==> src/rtl/game_pkg.sv <==
// Shared codes and the default arena layout for the bomb game blocks.
package game_pkg;

  localparam int unsigned GRID_W = 16;
  localparam int unsigned CELLS  = GRID_W * GRID_W;
  localparam int unsigned IDX_W  = 8;

  localparam logic [IDX_W-1:0] P1_SPAWN = 8'd17;
  localparam logic [IDX_W-1:0] P2_SPAWN = 8'd238;
  localparam logic [IDX_W-1:0] ROW_STEP = IDX_W'(GRID_W);

  typedef enum logic [1:0] {
    EMPTY_WALL  = 2'd0,
    ABLE_WALL   = 2'd1,
    UNABLE_WALL = 2'd2
  } wall_e;

  typedef enum logic [1:0] {
    NOT_OVER  = 2'd0,
    GAME_OVER = 2'd1,
    P1_WIN    = 2'd2,
    P2_WIN    = 2'd3
  } status_e;

  // Spawn clearances win over the pillar pattern so both players start on open floor.
  function automatic wall_e default_wall(input logic [IDX_W-1:0] idx);
    logic [3:0] r;
    logic [3:0] c;
    r = idx[7:4];
    c = idx[3:0];
    if (idx == P1_SPAWN || idx == P1_SPAWN + 8'd1 || idx == P1_SPAWN + ROW_STEP ||
        idx == P2_SPAWN || idx == P2_SPAWN - 8'd1 || idx == P2_SPAWN - ROW_STEP)
      return EMPTY_WALL;
    if (r == 4'd0 || r == 4'd15 || c == 4'd0 || c == 4'd15 || (!r[0] && !c[0]))
      return UNABLE_WALL;
    return ABLE_WALL;
  endfunction

endpackage

==> src/rtl/blast_resolver_if.sv <==
// Bomb-engine/renderer side bundle of the blast resolver.
interface blast_resolver_if;
  import game_pkg::*;

  logic                        restart_i;
  logic [CELLS-1:0]            explode_i;
  logic [IDX_W-1:0]            p1_cor_i;
  logic [IDX_W-1:0]            p2_cor_i;
  logic [CELLS-1:0][1:0]       wall_grid_o;
  logic [CELLS-1:0]            powerup_grid_o;
  logic [1:0]                  p1_bomb_len_o;
  logic [1:0]                  p2_bomb_len_o;
  logic [1:0]                  p1_lives_o;
  logic [1:0]                  p2_lives_o;
  logic                        p1_invuln_o;
  logic                        p2_invuln_o;
  logic [1:0]                  game_status_o;

  modport master (
    output restart_i, explode_i, p1_cor_i, p2_cor_i,
    input  wall_grid_o, powerup_grid_o, p1_bomb_len_o, p2_bomb_len_o,
           p1_lives_o, p2_lives_o, p1_invuln_o, p2_invuln_o, game_status_o
  );

  modport slave (
    input  restart_i, explode_i, p1_cor_i, p2_cor_i,
    output wall_grid_o, powerup_grid_o, p1_bomb_len_o, p2_bomb_len_o,
           p1_lives_o, p2_lives_o, p1_invuln_o, p2_invuln_o, game_status_o
  );
endinterface

==> src/rtl/lfsr8.sv <==
// 8-bit Fibonacci LFSR, x^8+x^6+x^5+x^4+1, advancing every tick; seed must be nonzero.
module lfsr8 (
  input  logic       clk,
  input  logic       reset,
  input  logic       load,
  input  logic [7:0] seed,
  output logic [7:0] q
);

  logic [7:0] q_d;

  always_comb begin
    q_d = {q[6:0], q[7] ^ q[5] ^ q[4] ^ q[3]};
    if (load) q_d = seed;
  end

  always_ff @(posedge clk or posedge reset) begin
    if (reset) q <= seed;
    else       q <= q_d;
  end

endmodule

==> src/rtl/blast_resolver.sv <==
// Resolves explode grids into wall destruction, power-up drops/pickups, player hits and game status.
module blast_resolver
  import game_pkg::*;
#(
  parameter int unsigned LIVES        = 3,
  parameter int unsigned INVULN_TICKS = 60,
  parameter logic [1:0]  DROP_MASK    = 2'b11,
  parameter logic [7:0]  LFSR_SEED    = 8'hA5
) (
  input logic             clk,
  input logic             reset,
  blast_resolver_if.slave bus
);

  localparam int unsigned CNT_W = $clog2(INVULN_TICKS + 1);

  function automatic logic [CELLS-1:0][1:0] init_walls();
    logic [CELLS-1:0][1:0] g;
    for (int i = 0; i < CELLS; i++) g[i] = default_wall(IDX_W'(i));
    return g;
  endfunction

  localparam logic [CELLS-1:0][1:0] WALL_INIT = init_walls();

  logic [CELLS-1:0][1:0]  wall_q, wall_d;
  logic [CELLS-1:0]       pu_q, pu_d;
  logic [CELLS-1:0]       prev_q, prev_d;
  logic [CELLS-1:0]       rise;
  logic [1:0][1:0]        len_q, len_d;
  logic [1:0][1:0]        lives_q, lives_d;
  logic [1:0][CNT_W-1:0]  cnt_q, cnt_d;
  logic [1:0]             invuln_q, invuln_d;
  status_e                status_q, status_d;
  logic [1:0][IDX_W-1:0]  cor;
  logic [7:0]             lfsr;

  lfsr8 u_lfsr (
    .clk   (clk),
    .reset (reset),
    .load  (bus.restart_i),
    .seed  (LFSR_SEED),
    .q     (lfsr)
  );

  assign cor = {bus.p2_cor_i, bus.p1_cor_i};

  // Next-state: restart reloads everything; a finished game freezes the map and players.
  always_comb begin
    wall_d   = wall_q;
    pu_d     = pu_q;
    prev_d   = bus.explode_i;
    len_d    = len_q;
    lives_d  = lives_q;
    cnt_d    = cnt_q;
    status_d = status_q;
    rise     = bus.explode_i & ~prev_q;

    for (int p = 0; p < 2; p++)
      if (cnt_q[p] != '0) cnt_d[p] = cnt_q[p] - CNT_W'(1);

    if (bus.restart_i) begin
      wall_d   = WALL_INIT;
      pu_d     = '0;
      prev_d   = '0;
      len_d    = '0;
      lives_d  = {2{2'(LIVES)}};
      cnt_d    = '0;
      status_d = NOT_OVER;
    end else if (status_q == NOT_OVER) begin
      for (int i = 0; i < CELLS; i++) begin
        if (rise[i]) begin
          if (wall_q[i] == ABLE_WALL) begin
            wall_d[i] = EMPTY_WALL;
            pu_d[i]   = ((lfsr ^ IDX_W'(i)) & {6'd0, DROP_MASK}) == 8'd0;
          end else if (wall_q[i] == EMPTY_WALL && pu_q[i]) begin
            pu_d[i] = 1'b0;
          end
        end
      end

      // Player 1 wins a shared pickup; a rising blast on the cell takes priority.
      for (int p = 0; p < 2; p++) begin
        if (pu_q[cor[p]] && !rise[cor[p]] && !(p == 1 && cor[1] == cor[0])) begin
          pu_d[cor[p]] = 1'b0;
          if (len_q[p] != 2'd3) len_d[p] = len_q[p] + 2'd1;
        end
        if (bus.explode_i[cor[p]] && cnt_q[p] == '0) begin
          lives_d[p] = lives_q[p] - 2'd1;
          cnt_d[p]   = CNT_W'(INVULN_TICKS);
        end
      end

      if (lives_d[0] == 2'd0 && lives_d[1] == 2'd0) status_d = GAME_OVER;
      else if (lives_d[0] == 2'd0)                  status_d = P2_WIN;
      else if (lives_d[1] == 2'd0)                  status_d = P1_WIN;
    end

    invuln_d = {cnt_d[1] != '0, cnt_d[0] != '0};
  end

  always_ff @(posedge clk or posedge reset) begin
    if (reset) begin
      wall_q   <= WALL_INIT;
      pu_q     <= '0;
      prev_q   <= '0;
      len_q    <= '0;
      lives_q  <= {2{2'(LIVES)}};
      cnt_q    <= '0;
      invuln_q <= '0;
      status_q <= NOT_OVER;
    end else begin
      wall_q   <= wall_d;
      pu_q     <= pu_d;
      prev_q   <= prev_d;
      len_q    <= len_d;
      lives_q  <= lives_d;
      cnt_q    <= cnt_d;
      invuln_q <= invuln_d;
      status_q <= status_d;
    end
  end

  assign bus.wall_grid_o    = wall_q;
  assign bus.powerup_grid_o = pu_q;
  assign bus.p1_bomb_len_o  = len_q[0];
  assign bus.p2_bomb_len_o  = len_q[1];
  assign bus.p1_lives_o     = lives_q[0];
  assign bus.p2_lives_o     = lives_q[1];
  assign bus.p1_invuln_o    = invuln_q[0];
  assign bus.p2_invuln_o    = invuln_q[1];
  assign bus.game_status_o  = status_q;

endmodule

==> src/flat_wrapper.sv <==
// flat-port wrapper written by rule: the top's interface ports become plain ports
module blast_resolver_flat import game_pkg::*;
#(
  parameter int unsigned LIVES        = 3,
  parameter int unsigned INVULN_TICKS = 60,
  parameter logic [1:0]  DROP_MASK    = 2'b11,
  parameter logic [7:0]  LFSR_SEED    = 8'hA5
)
  (clk, reset, bus_restart_i, bus_explode_i, bus_p1_cor_i, bus_p2_cor_i, bus_wall_grid_o, bus_powerup_grid_o, bus_p1_bomb_len_o, bus_p2_bomb_len_o, bus_p1_lives_o, bus_p2_lives_o, bus_p1_invuln_o, bus_p2_invuln_o, bus_game_status_o);
  blast_resolver_if bus_i ();
  input logic clk;
  input logic reset;
  input wire logic [$bits(bus_i.restart_i)-1:0] bus_restart_i;
  input wire logic [$bits(bus_i.explode_i)-1:0] bus_explode_i;
  input wire logic [$bits(bus_i.p1_cor_i)-1:0] bus_p1_cor_i;
  input wire logic [$bits(bus_i.p2_cor_i)-1:0] bus_p2_cor_i;
  output wire logic [$bits(bus_i.wall_grid_o)-1:0] bus_wall_grid_o;
  output wire logic [$bits(bus_i.powerup_grid_o)-1:0] bus_powerup_grid_o;
  output wire logic [$bits(bus_i.p1_bomb_len_o)-1:0] bus_p1_bomb_len_o;
  output wire logic [$bits(bus_i.p2_bomb_len_o)-1:0] bus_p2_bomb_len_o;
  output wire logic [$bits(bus_i.p1_lives_o)-1:0] bus_p1_lives_o;
  output wire logic [$bits(bus_i.p2_lives_o)-1:0] bus_p2_lives_o;
  output wire logic [$bits(bus_i.p1_invuln_o)-1:0] bus_p1_invuln_o;
  output wire logic [$bits(bus_i.p2_invuln_o)-1:0] bus_p2_invuln_o;
  output wire logic [$bits(bus_i.game_status_o)-1:0] bus_game_status_o;
  assign bus_i.restart_i = bus_restart_i;
  assign bus_i.explode_i = bus_explode_i;
  assign bus_i.p1_cor_i = bus_p1_cor_i;
  assign bus_i.p2_cor_i = bus_p2_cor_i;
  assign bus_wall_grid_o = bus_i.wall_grid_o;
  assign bus_powerup_grid_o = bus_i.powerup_grid_o;
  assign bus_p1_bomb_len_o = bus_i.p1_bomb_len_o;
  assign bus_p2_bomb_len_o = bus_i.p2_bomb_len_o;
  assign bus_p1_lives_o = bus_i.p1_lives_o;
  assign bus_p2_lives_o = bus_i.p2_lives_o;
  assign bus_p1_invuln_o = bus_i.p1_invuln_o;
  assign bus_p2_invuln_o = bus_i.p2_invuln_o;
  assign bus_game_status_o = bus_i.game_status_o;
  blast_resolver #(.LIVES(LIVES), .INVULN_TICKS(INVULN_TICKS), .DROP_MASK(DROP_MASK), .LFSR_SEED(LFSR_SEED)) u_core (.clk(clk), .reset(reset), .bus(bus_i));
endmodule
==> config.mk <==
export PLATFORM = sky130hd
export DESIGN_NAME = blast_resolver_flat
export DESIGN_NICKNAME = d
export VERILOG_FILES = /design/src/rtl/game_pkg.sv /design/src/rtl/blast_resolver_if.sv /design/src/rtl/lfsr8.sv /design/src/rtl/blast_resolver.sv /design/src/flat_wrapper.sv
export SDC_FILE = /design/constraint.sdc
export NUM_CORES = 2
export LEC_CHECK = 0
export BUFFER_PORTS_ARGS = -buffer_cell sky130_fd_sc_hd__buf_4
export CAP_MARGIN = 0
export CELL_PAD_IN_SITES_DETAIL_PLACEMENT = 2
export CELL_PAD_IN_SITES_GLOBAL_PLACEMENT = 2
export CORE_AREA = 3 3 416 418
export DETAILED_ROUTE_END_ITERATION = 16
export DIE_AREA = 0 0 419 421
export PLACE_DENSITY_LB_ADDON = 0.05
export SLEW_MARGIN = 20
export SYNTH_ARGS = -nofsm -noshare
export SYNTH_HDL_FRONTEND = slang
export SYNTH_SLANG_ARGS = --single-unit
==> constraint.sdc <==
create_clock -name clk -period 60.7 [get_ports clk]
set_input_delay 9.105 -clock clk [delete_from_list [all_inputs] [get_ports clk]]
set_output_delay 9.105 -clock clk [all_outputs]
set_load 0.01 [all_outputs]
==> impl_metrics.env <==
export IMPL_core_um2=169500
export IMPL_synth_edf_count=0
export IMPL_worst_setup_path_type="in2reg"
export IMPL_synthToLayoutAreaGrowth_pct=21.23
export IMPL_htreeDepth=3
export IMPL_synth_cells=4737
export IMPL_worst_path_max_delay_cell="nand3_1"
export IMPL_avgRoutedWirePerCell_um=40.36
export IMPL_cp_start_kind="input port"
export IMPL_reg2reg_depth=10
export IMPL_final_util_pct=36.25
export IMPL_place_hpwl_um=224800
export IMPL_status="finished clean"
export IMPL_rr_startpoint="u_core.prev_q[249]"
export IMPL_clockBufferDepth=3
export IMPL_layout_nets=5666
export IMPL_cts_clk_slew_worst_paths_ns=0.06
export IMPL_cts_tree="built"
export IMPL_synth_common_cells="dfrtp_1 (536), nand2_1 (487), nor2b_1 (438), mux4_2 (414), buf_4 (295)"
export IMPL_grt_max_degree=129
export IMPL_postCtsHoldBufs=0
export IMPL_maxCapViolCount=0
export IMPL_cts_root_buf="clkbuf_16"
export IMPL_worstHoldPathType="reg2reg"
export IMPL_critPathTopFamily="simple AND/OR/NAND/NOR gates"
export IMPL_place_area_um2=57780
export IMPL_netlist_top_cells_area="dfrtp_1 (26%), mux4_2 (18%), dfstp_2 (13%)"
export IMPL_cp_buffers_inverters=3
export IMPL_antenna_found_initial=54
export IMPL_num_vias=46510
export IMPL_endpoint_kind="register"
export IMPL_crit_top_cell="nand3_1"
export IMPL_max_freq_ghz=0.06885
export IMPL_finalSetupViolations=0
export IMPL_cts_sinks=794
export IMPL_via_per_inst=6.019
export IMPL_cts_resized=0
export IMPL_tightest_slew_ns=1.270
export IMPL_ir_drop_v=0.00002282
export IMPL_finalClockSkew_ns=0.03564
export IMPL_cts_inserted_buffers=105
export IMPL_yosys_area_top_type="dfrtp_1"
export IMPL_worst_path_stages=12
export IMPL_power_density_nw_per_um2=26.47
export IMPL_required_ns=61.29
export IMPL_drive_above_1_share_pct=35.29
export IMPL_synth_cell_types=84
export IMPL_row_count=151
export IMPL_seqCellArea_um2=20190
export IMPL_port_buffers=792
export IMPL_finalWirelength_um=311900
export IMPL_drc_errors=0
export IMPL_synthesis_area_um2=50670
export IMPL_dp_slack_ns=45.55
export IMPL_ant_nets=0
export IMPL_design_area_um2=61430
export IMPL_worstHoldStart="u_core.u_lfsr.q[6]"
export IMPL_max_stage_delay_ns=0.98
export IMPL_avgSynthCellArea_um2=10.70
export IMPL_tns_ns=0
export IMPL_whs_ns=0.4364
export IMPL_critPathCapture="u_core.bus.powerup_grid_o[191]"
export IMPL_fin_ws_ns=46.18
export IMPL_grt_pass1_vias=48655
export IMPL_fin_crit_ns=14.52
export IMPL_synth_seq_area_share_pct=39.85
export IMPL_cp_startpoint="bus_p2_cor_i[1]"
export IMPL_post_cts_buffers=0
export IMPL_die_h_um=421
export IMPL_overflow=0
export IMPL_fillers=18118
export IMPL_track_usage_pct=34.46
export IMPL_drtPass1Iterations=5
export IMPL_rrSetupSlack_ns=55.74
export IMPL_finalWeightedCongestion=0.8914
export IMPL_synth_most_common_cell="dfrtp_1"
export IMPL_synth_flop_cell="dfrtp_1"
export IMPL_grt_pass1_wl_um=425700
export IMPL_synth_top_area_share_pct=26.47
export IMPL_r2r_end="u_core.bus.powerup_grid_o[191]"
export IMPL_p_leak_nw=26.36
export IMPL_finalHoldViolCount=0
export IMPL_grt_setup_unrepaired="no"
export IMPL_drtIter0Drc=4472
export IMPL_multi_input_comb_area_um2=27510
export IMPL_ys_ff_latch=794
export IMPL_num_io_pins=1055
export IMPL_yosysWarningCount=0
export IMPL_synthArstFlopShare_pct=100.0
export IMPL_crit_chain="buf_8, inv_4, buf_4, mux4_2, a22oi_1, nand3_1, a211o_1, a211oi_2, nor3b_1, nand3_1, o221ai_1, o21ai_0"
export IMPL_die_area_um2=176400
export IMPL_crit_fanout=49
export IMPL_initial_core_util_pct=29.90
export IMPL_slew_viol_final=0
export IMPL_clock_latency_ns=0.76
export IMPL_period_share_pct=23.93
export IMPL_die_w_um=419
export IMPL_cp_arrival_ns=15.11
export IMPL_worst_slew_margin_rel_pct=15.34
-- state kept, by name, indices dropped and copies added, names as in the netlist --
signal,flops
u_core.cnt_q,12
u_core.bus.wall_grid_o,250
u_core.bus.powerup_grid_o,256
u_core.bus.p2_lives_o,2
u_core.bus.game_status_o,2
u_core.bus.p1_lives_o,2
u_core.prev_q,256
u_core.invuln_q,2
u_core.bus.p1_bomb_len_o,2
u_core.bus.p2_bomb_len_o,2
u_core.u_lfsr.q,8
-- kinds of logic after synthesis --
family                     count (synthesis)  share of synthesized area, %
and+or+nand+nor                         1691                         17.47
AOI/OAI and AO/OA                       1001                         14.05
muxes                                    487                         19.86
adders and majority gates                  6                        0.1481
buffers and inverters                    734                         8.220
DFF                                      794                         39.85
other                                      1                      0.007400
xor gates and xnor gates                  23                        0.3975
-- worst reg2reg max path, cell delays in order, from the launching register on --
cell and delay [ns]:
dfrtp_1 0.36, nor2b_1 0.08, mux4_2 0.45, mux2i_1 0.52, a2111oi_0 0.22, a211o_1 0.42
a211oi_2 0.47, nor3b_1 0.63, nand3_1 0.98, o221ai_1 0.56, o21ai_0 0.14
-- area by class of cell --
cell class,instances,share of cell area (%)
diodes,32,0.1304
clock buffers,160,5.056
clock inverters,39,0.7211
inverters,106,0.6701
multi-input cells,3470,44.78
flip-flops and latches,794,32.87
well taps,2218,4.518
repair buffers,908,11.25
-- per-stage QoR --
stage | std cells | power [mW]
6_report | 7727 | 1.626
5_1_grt | 7721 | 1.678
4_1_cts | 7695 | 1.632
3_5_place_dp | 7496 | 0.9658
3_3_place_gp | 7496 | 0.9606
2_1_floorplan | 4998 | 0.7984
-- worst min path at each step --
stage,slack (ns),endpoint,cells after the start
global placement,0.41,u_core.u_lfsr.q[7],1
floorplan,0.41,u_core.u_lfsr.q[7],1
detailed placement,0.42,u_core.u_lfsr.q[7],1
global route,0.47,u_core.u_lfsr.q[7],1
finish,0.44,u_core.u_lfsr.q[7],1
CTS,0.43,u_core.u_lfsr.q[7],1
-- metal layers --
layer	GRT usage, %	share of wire [%]	vias up
li1	-	-	18190
met1	44.08	40	25325
met2	54.89	47	2327
met3	6.649	7.1	654
met4	18.67	5.9	14
met5	0	0.028	-
-- cell usage in the layout (no fill, tap or decap), types with 80 or more instances in the layout --
master / synthesis / layout
conb_1: 1 / 262
a221oi_1: 80 / 80
o21ai_0: 232 / 232
a21oi_1: 109 / 109
buf_4: 295 / 898
nor2b_1: 438 / 435
inv_1: 102 / 100
dfstp_2: 258 / 258
nor2_1: 173 / 161
nand2_1: 487 / 487
or2_2: 119 / 119
a21o_1: 155 / 155
nand2b_1: 200 / 199
clkbuf_16: 0 / 106
mux4_2: 414 / 414
nand3_1: 151 / 151
dfrtp_1: 536 / 536
-- report_power, final --
group	switching, mW	internal [mW]	total [mW]	leakage, nW
Sequential	0.0359	0.567	0.603	9.87
Clock	0.277	0.386	0.663	1.76
Combinational	0.233	0.128	0.360	14.7
No activity file was read; power rests on OpenSTA's default activity.
